`src/rtl/pipelined_addsub.sv`:
```
// Pipelined two's-complement adder/subtractor: one SEG-bit slice resolved per stage,
// registered carry between stages, valid/ready on both sides with full backpressure.
module pipelined_addsub #(
  parameter int WIDTH = 32,
  parameter int SEG   = 8
) (
  input  logic             clk,
  input  logic             rst_n,
  input  logic             in_valid,
  output logic             in_ready,
  input  logic [WIDTH-1:0] a,
  input  logic [WIDTH-1:0] b,
  input  logic             cin,
  input  logic             sub,
  output logic             out_valid,
  input  logic             out_ready,
  output logic [WIDTH-1:0] sum,
  output logic             carry_out,
  output logic             overflow,
  output logic             zero
);

  localparam int STAGES = WIDTH / SEG;

  if (WIDTH % SEG != 0) begin : g_bad_seg
    $error("pipelined_addsub: WIDTH must be a multiple of SEG");
  end

  logic [WIDTH-1:0] b_eff;
  logic             c0;

  assign b_eff = sub ? ~b : b;
  assign c0    = cin ^ sub;

  genvar gi;
  for (gi = 0; gi < STAGES; gi++) begin : g_stage
    logic             valid_q;
    logic [WIDTH-1:0] sum_q;
    logic             carry_q;
    logic [WIDTH-1:0] a_in;
    logic [WIDTH-1:0] b_in;
    logic [WIDTH-1:0] s_in;
    logic             c_in;
    logic             v_in;
    logic [SEG:0]     slice_d;
    logic [WIDTH-1:0] sum_d;
    logic             adv;

    if (gi == 0) begin : g_src
      assign a_in = a;
      assign b_in = b_eff;
      assign s_in = '0;
      assign c_in = c0;
      assign v_in = in_valid;
    end else begin : g_src
      assign a_in = g_stage[gi-1].g_ops.a_q;
      assign b_in = g_stage[gi-1].g_ops.b_q;
      assign s_in = g_stage[gi-1].sum_q;
      assign c_in = g_stage[gi-1].carry_q;
      assign v_in = g_stage[gi-1].valid_q;
    end

    // A stage moves when it is empty or its successor moves, so bubbles collapse.
    if (gi == STAGES - 1) begin : g_adv
      assign adv = !valid_q || out_ready;
    end else begin : g_adv
      assign adv = !valid_q || g_stage[gi+1].adv;
    end

    assign slice_d = {1'b0, a_in[gi*SEG +: SEG]} + {1'b0, b_in[gi*SEG +: SEG]}
                   + {{SEG{1'b0}}, c_in};

    always_comb begin
      sum_d                 = s_in;
      sum_d[gi*SEG +: SEG]  = slice_d[SEG-1:0];
    end

    always_ff @(posedge clk or negedge rst_n) begin
      if (!rst_n) begin
        valid_q <= 1'b0;
        sum_q   <= '0;
        carry_q <= 1'b0;
      end else if (adv) begin
        valid_q <= v_in;
        if (v_in) begin
          sum_q   <= sum_d;
          carry_q <= slice_d[SEG];
        end
      end
    end

    if (gi < STAGES - 1) begin : g_ops
      logic [WIDTH-1:0] a_q;
      logic [WIDTH-1:0] b_q;

      always_ff @(posedge clk or negedge rst_n) begin
        if (!rst_n) begin
          a_q <= '0;
          b_q <= '0;
        end else if (adv && v_in) begin
          a_q <= a_in;
          b_q <= b_in;
        end
      end
    end
  end

  // Flags are formed while the final slice resolves and registered alongside sum.
  logic ovf_d;
  logic zero_d;
  logic ovf_q;
  logic zero_q;

  assign ovf_d  = (g_stage[STAGES-1].a_in[WIDTH-1] == g_stage[STAGES-1].b_in[WIDTH-1])
               && (g_stage[STAGES-1].sum_d[WIDTH-1] != g_stage[STAGES-1].a_in[WIDTH-1]);
  assign zero_d = (g_stage[STAGES-1].sum_d == '0);

  always_ff @(posedge clk or negedge rst_n) begin
    if (!rst_n) begin
      ovf_q  <= 1'b0;
      zero_q <= 1'b0;
    end else if (g_stage[STAGES-1].adv && g_stage[STAGES-1].v_in) begin
      ovf_q  <= ovf_d;
      zero_q <= zero_d;
    end
  end

  assign in_ready  = g_stage[0].adv;
  assign out_valid = g_stage[STAGES-1].valid_q;
  assign sum       = g_stage[STAGES-1].sum_q;
  assign carry_out = g_stage[STAGES-1].carry_q;
  assign overflow  = ovf_q;
  assign zero      = zero_q;

endmodule

```
`config.mk`:
```
export PLATFORM = sky130hd
export DESIGN_NAME = pipelined_addsub
export DESIGN_NICKNAME = d
export VERILOG_FILES = /design/src/rtl/pipelined_addsub.sv
export SDC_FILE = /design/constraint.sdc
export NUM_CORES = 1
export LEC_CHECK = 0
export CAP_MARGIN = 20
export CELL_PAD_IN_SITES_DETAIL_PLACEMENT = 1
export CELL_PAD_IN_SITES_GLOBAL_PLACEMENT = 1
export CORE_MARGIN = 3
export CORE_UTILIZATION = 45
export DETAILED_ROUTE_END_ITERATION = 6
export GPL_TIMING_DRIVEN = 1
export PLACE_DENSITY = 0.87
export SYNTH_ARGS = -nofsm -noshare
export SYNTH_HDL_FRONTEND = slang
export SYNTH_SLANG_ARGS = --single-unit
```
`constraint.sdc`:
```
create_clock -name clk -period 2.76 [get_ports clk]
set_input_delay 0.552 -clock clk [delete_from_list [all_inputs] [get_ports clk]]
set_output_delay 0.552 -clock clk [all_outputs]
set_load 0.05 [all_outputs]
```
# After elaboration in Yosys (flattened, before gate mapping)

Cells that the tools add are included.

Register bits: 282
Bits of input ports: 70
Output and inout bits: 37
Word-level logic and storage cells: 51

Add/sub/neg operators: 8
Equality and inequality tests: 2
Mux-type cells: 1
Bitwise operators: 2
Reductions and logical operators: 18

Operators by type and width:

| kind                | count |
|---|---|
| $add A8 B8 Y9       | 4 |
| $add A9 B1 Y9       | 4 |
| $logic_not A32 Y1   | 1 |
| $mux W32            | 1 |
| $not A32 Y32        | 1 |
| $reduce_and A2 Y1   | 4 |
| $logic_and A1 B1 Y1 | 5 |
| $logic_not A1 Y1    | 4 |
| $logic_or A1 B1 Y1  | 4 |
| $eq A1 B1 Y1        | 1 |
| $ne A1 B1 Y1        | 1 |
| $xor A1 B1 Y1       | 1 |

# Depth between registers and ports, before layout

Depth after elaboration: 6
Mapped depth: 11
Gate-level depth less buffers: 10

# Worst setup path after synthesis

No wires, ideal clock.

Kind: in2reg
Start point: in sub
End point: reg g_stage[0].carry_q
Arrival time: 3.084 ns
Required time: 2.633 ns
Path slack: -0.451 ns
Cell stages on the path: 11
Cells stage by stage: buf_2 > buf_1 > xor2_1 > fa_1 > fa_1 > a21o_1 > a21oi_1 > o21ai_0 > a21o_1 > a211oi_1 > a21oi_1

Word-level cells in the longest chain between the ends: 3
Elaborated cells between the ends (all ways): 4
Classes of those cells: add/sub (2); mux (1); bitwise (1)

Ends and longest elaborated chain:

| element              | line | source |
|---|---|---|
| from (decl)          | 14   | `input logic sub,` |
| $mux W32             | 32   | `assign b_eff = sub ? ~b : b;` |
| $add A8 B8 Y9        | 70   | `assign slice_d = {1'b0, a_in[gi*SEG +: SEG]} + {1'b0, b_in[gi*SEG +: SEG]}` |
| $add A9 B1 Y9 *      | 71   | `+ {{SEG{1'b0}}, c_in};` |
| to (signal assigned) | 87   | `carry_q <= slice_d[SEG];` |
| to (decl)            | 39   | `logic carry_q;` |

Mark *: on every way between the ends. The rest lies on a longest branch, timed or not.
A chain may end at the register's enable or synchronous reset.

# Worst setup path in the final report

Start point: reg g_stage[2].carry_q
End point: reg zero_q (netlist: zero)

Word-level cells in the longest chain between the ends: 2

Ends and longest elaborated chain:

| element                | line | source |
|---|---|---|
| from (decl)            | 39   |  |
| from (signal assigned) | 87   |  |
| $add A9 B1 Y9          | 71   |  |
| $logic_not A32 Y1      | 116  | `assign zero_d = (g_stage[STAGES-1].sum_d == '0);` |
| to (signal assigned)   | 124  | `zero_q <= zero_d;` |
| to (decl)              | 112  | `logic zero_q;` |

Every way passes these cells.

==> out/qor.csv <==
metric;value;unit
status;completed;
period_needed;2.66;ns
synth_area_leaders;dfrtp_1, mux2_2, ha_1;
rsz0062_at_grt;false;
clock_path_buffers;2;
syn-cell-area;8400;sq um
drv_cap;0;
clk_pin_slew_worst_paths;0.07;ns
grt_pass1_wl;33800;microns
hold_viol;0;
antenna_cells;0;
crit_path_end_kind;flip-flop;
max_freq;376;MHz
layout_common_cells;dfrtp_1, mux2_2, clkdlybuf4s50_1;
drt-total-wl;20700;microns
synth_seq_area_share;0.554;
synth_cells;666;
clock-sinks;186;
rows;49;
period_share;0.964;
cts_tree;done;
crit_path_start_kind;flip-flop;
drt_iter0_markers;304;
cp.arrival;3.00;ns
leakage;0.00451;uW
htree_levels;4;
cp.required;3.10;ns
slew_headroom;0.571;
powerDensity;1070;nW/um^2
skew;0.00721;ns
path_max_fanout;2;
grt_overflow;0;
drive_gt1_frac;0.234;
die_w;143;microns
io_buffer_count;106;
synth_top_area_frac;0.554;
synth.distinct_cells;45;
route.detailed.drc;0;
crit_type;reg -> reg;
avgRoutedWirePerCell;20.2;microns
dp_cells;992;
reg2reg_slack;0.10;ns
start_util;0.463;
num-nets-final;888;
synth_seq_cells;186;
tightest_slew;0.643;ns
synth_flop_cell;dfrtp_1;
grt_usage;0.214;
antenna_found_initial;1;
dp_hpwl;15000;microns
core_area;18100;sq um
cts-root-buf;clkbuf_16;
ant_nets;0;
slew_viol_final;0;
synth.largest_area_cell;dfrtp_1;
die_h;143;microns
async_flop_share;1.00;
syn_avg_cell_area;12.6;sq um
grt_max_degree;70;
instances_no_fill;1024;
place_ws;-0.234;ns
power;11100;uW
post_cts_buffers;0;
viasPerCell;5.43;
clock_latency;0.42;ns
dr.pass1.iters;4;
pin_count;107;
layout_setup_ws;0.100;ns
n_fill_cell;1849;
finalSetupTns;0;ns
syn_nets;772;
die_area;20300;sq um
routabilityCongestion;0.882;
cts_made_buffers;17;
grt_pass1_vias;6219;
setup_viol;0;
hold_class;in -> async;
synth-edff-count;0;
area_delta_synth_final;23.3;%
layout.cells.most_common;dfrtp_1;
ys.warnings.count;0;
ir_drop;0.517;mV
vias;5562;
-- per-layer routing --
metal	GRT usage	up-vias	share of wire
met5	0	-	0.00063
met3	0.0440	27	0.035
met2	0.368	133	0.52
met4	0.0635	2	0.017
met1	0.275	2855	0.43
li1	-	2545	-
-- registers in the layout, indices dropped and copies added (netlist names) --
register and flops:
carry_out 1, g_stage.carry_q 3, g_stage.g_ops.a_q 48, g_stage.g_ops.b_q 48
g_stage.sum_q 48, g_stage.valid_q 3, out_valid 1, overflow 1
sum 32, zero 1
-- power breakdown --
group	switching [uW]	internal, uW	total [uW]
clock network	1020	1150	2170
registers	738	3680	4410
logic	2560	1970	4530
-- what timing repair did --
item                                    4_1_cts  5_1_grt
hold buffers                                  0        0
pin swaps                                     0        0
resized for setup                             1        1
endpoints found under the setup margin        1        1
endpoints found under the hold margin         0        0
-- worst max-delay path: stages (launching register included) --
cell and delay (ns):
dfrtp_1 0.34, inv_1 0.08, fa_1 0.49, fa_1 0.57
nor4b_4 0.30, nand4_1 0.14, nor4b_1 0.31, nand4_1 0.16
o31ai_2 0.19
-- kinds of logic after synthesis --
logic type	share of synthesized area
buf+inv	0.0243
xor+xnor	0.0532
fa+ha+maj	0.0608
flops	0.554
mux	0.168
simple gates	0.0645
compound gates	0.0753
-- synth_stat cells, types with 3 or more instances --
cell,number
dfrtp_1,186
mux2_2,125
nand2_1,58
o21ai_0,52
xnor2_1,33
ha_1,28
inv_1,21
xor2_1,18
a21oi_1,17
buf_2,16
nor2_1,10
nor3_1,10
a21o_1,8
fa_1,8
clkbuf_1,7
nand2b_1,6
buf_1,5
nor2b_1,5
a211oi_1,4
o21a_1,4
o31ai_1,4
nand4_1,3
nor4b_1,3
o21bai_1,3
or3_1,3
or4_1,3
-- worst paths after layout --
kind / from / to / cells after the start
worst max-delay path: g_stage[2].carry_q / zero / 8
worst min-delay path: rst_n / g_stage[0].g_ops.a_q[24] / 1
worst max register to register: g_stage[2].carry_q / zero / 8
worst min register to register: sum[28] / sum[28] / 2
max in group asynchronous: rst_n / g_stage[2].g_ops.a_q[30] / 2
min in group clk: sum[28] / sum[28] / 2
-- layout make-up --
| class | count | area, sq um | area share |
|---|---|---|---|
| multi-input cells | 431 | 3570 | 0.345 |
| inverters | 21 | 78.8 | 0.00761 |
| clock buffers | 21 | 440 | 0.0425 |
| flip-flops and latches | 186 | 4650 | 0.449 |
| repair buffers | 125 | 1250 | 0.120 |
| clock inverters | 11 | 75.1 | 0.00725 |
| well taps | 229 | 287 | 0.0277 |
-- metrics by stage --
step                      area [sq um]   util  hold WS, ns
after floorplan                   8410      -        0.256
after global placement            9820  0.541        0.458
after detailed placement          9820  0.541        0.479
after CTS                        10300  0.570        0.130
after global routing             10400  0.571        0.136
final                            10400  0.571        0.110
No activity file was read; power rests on OpenSTA's default activity.
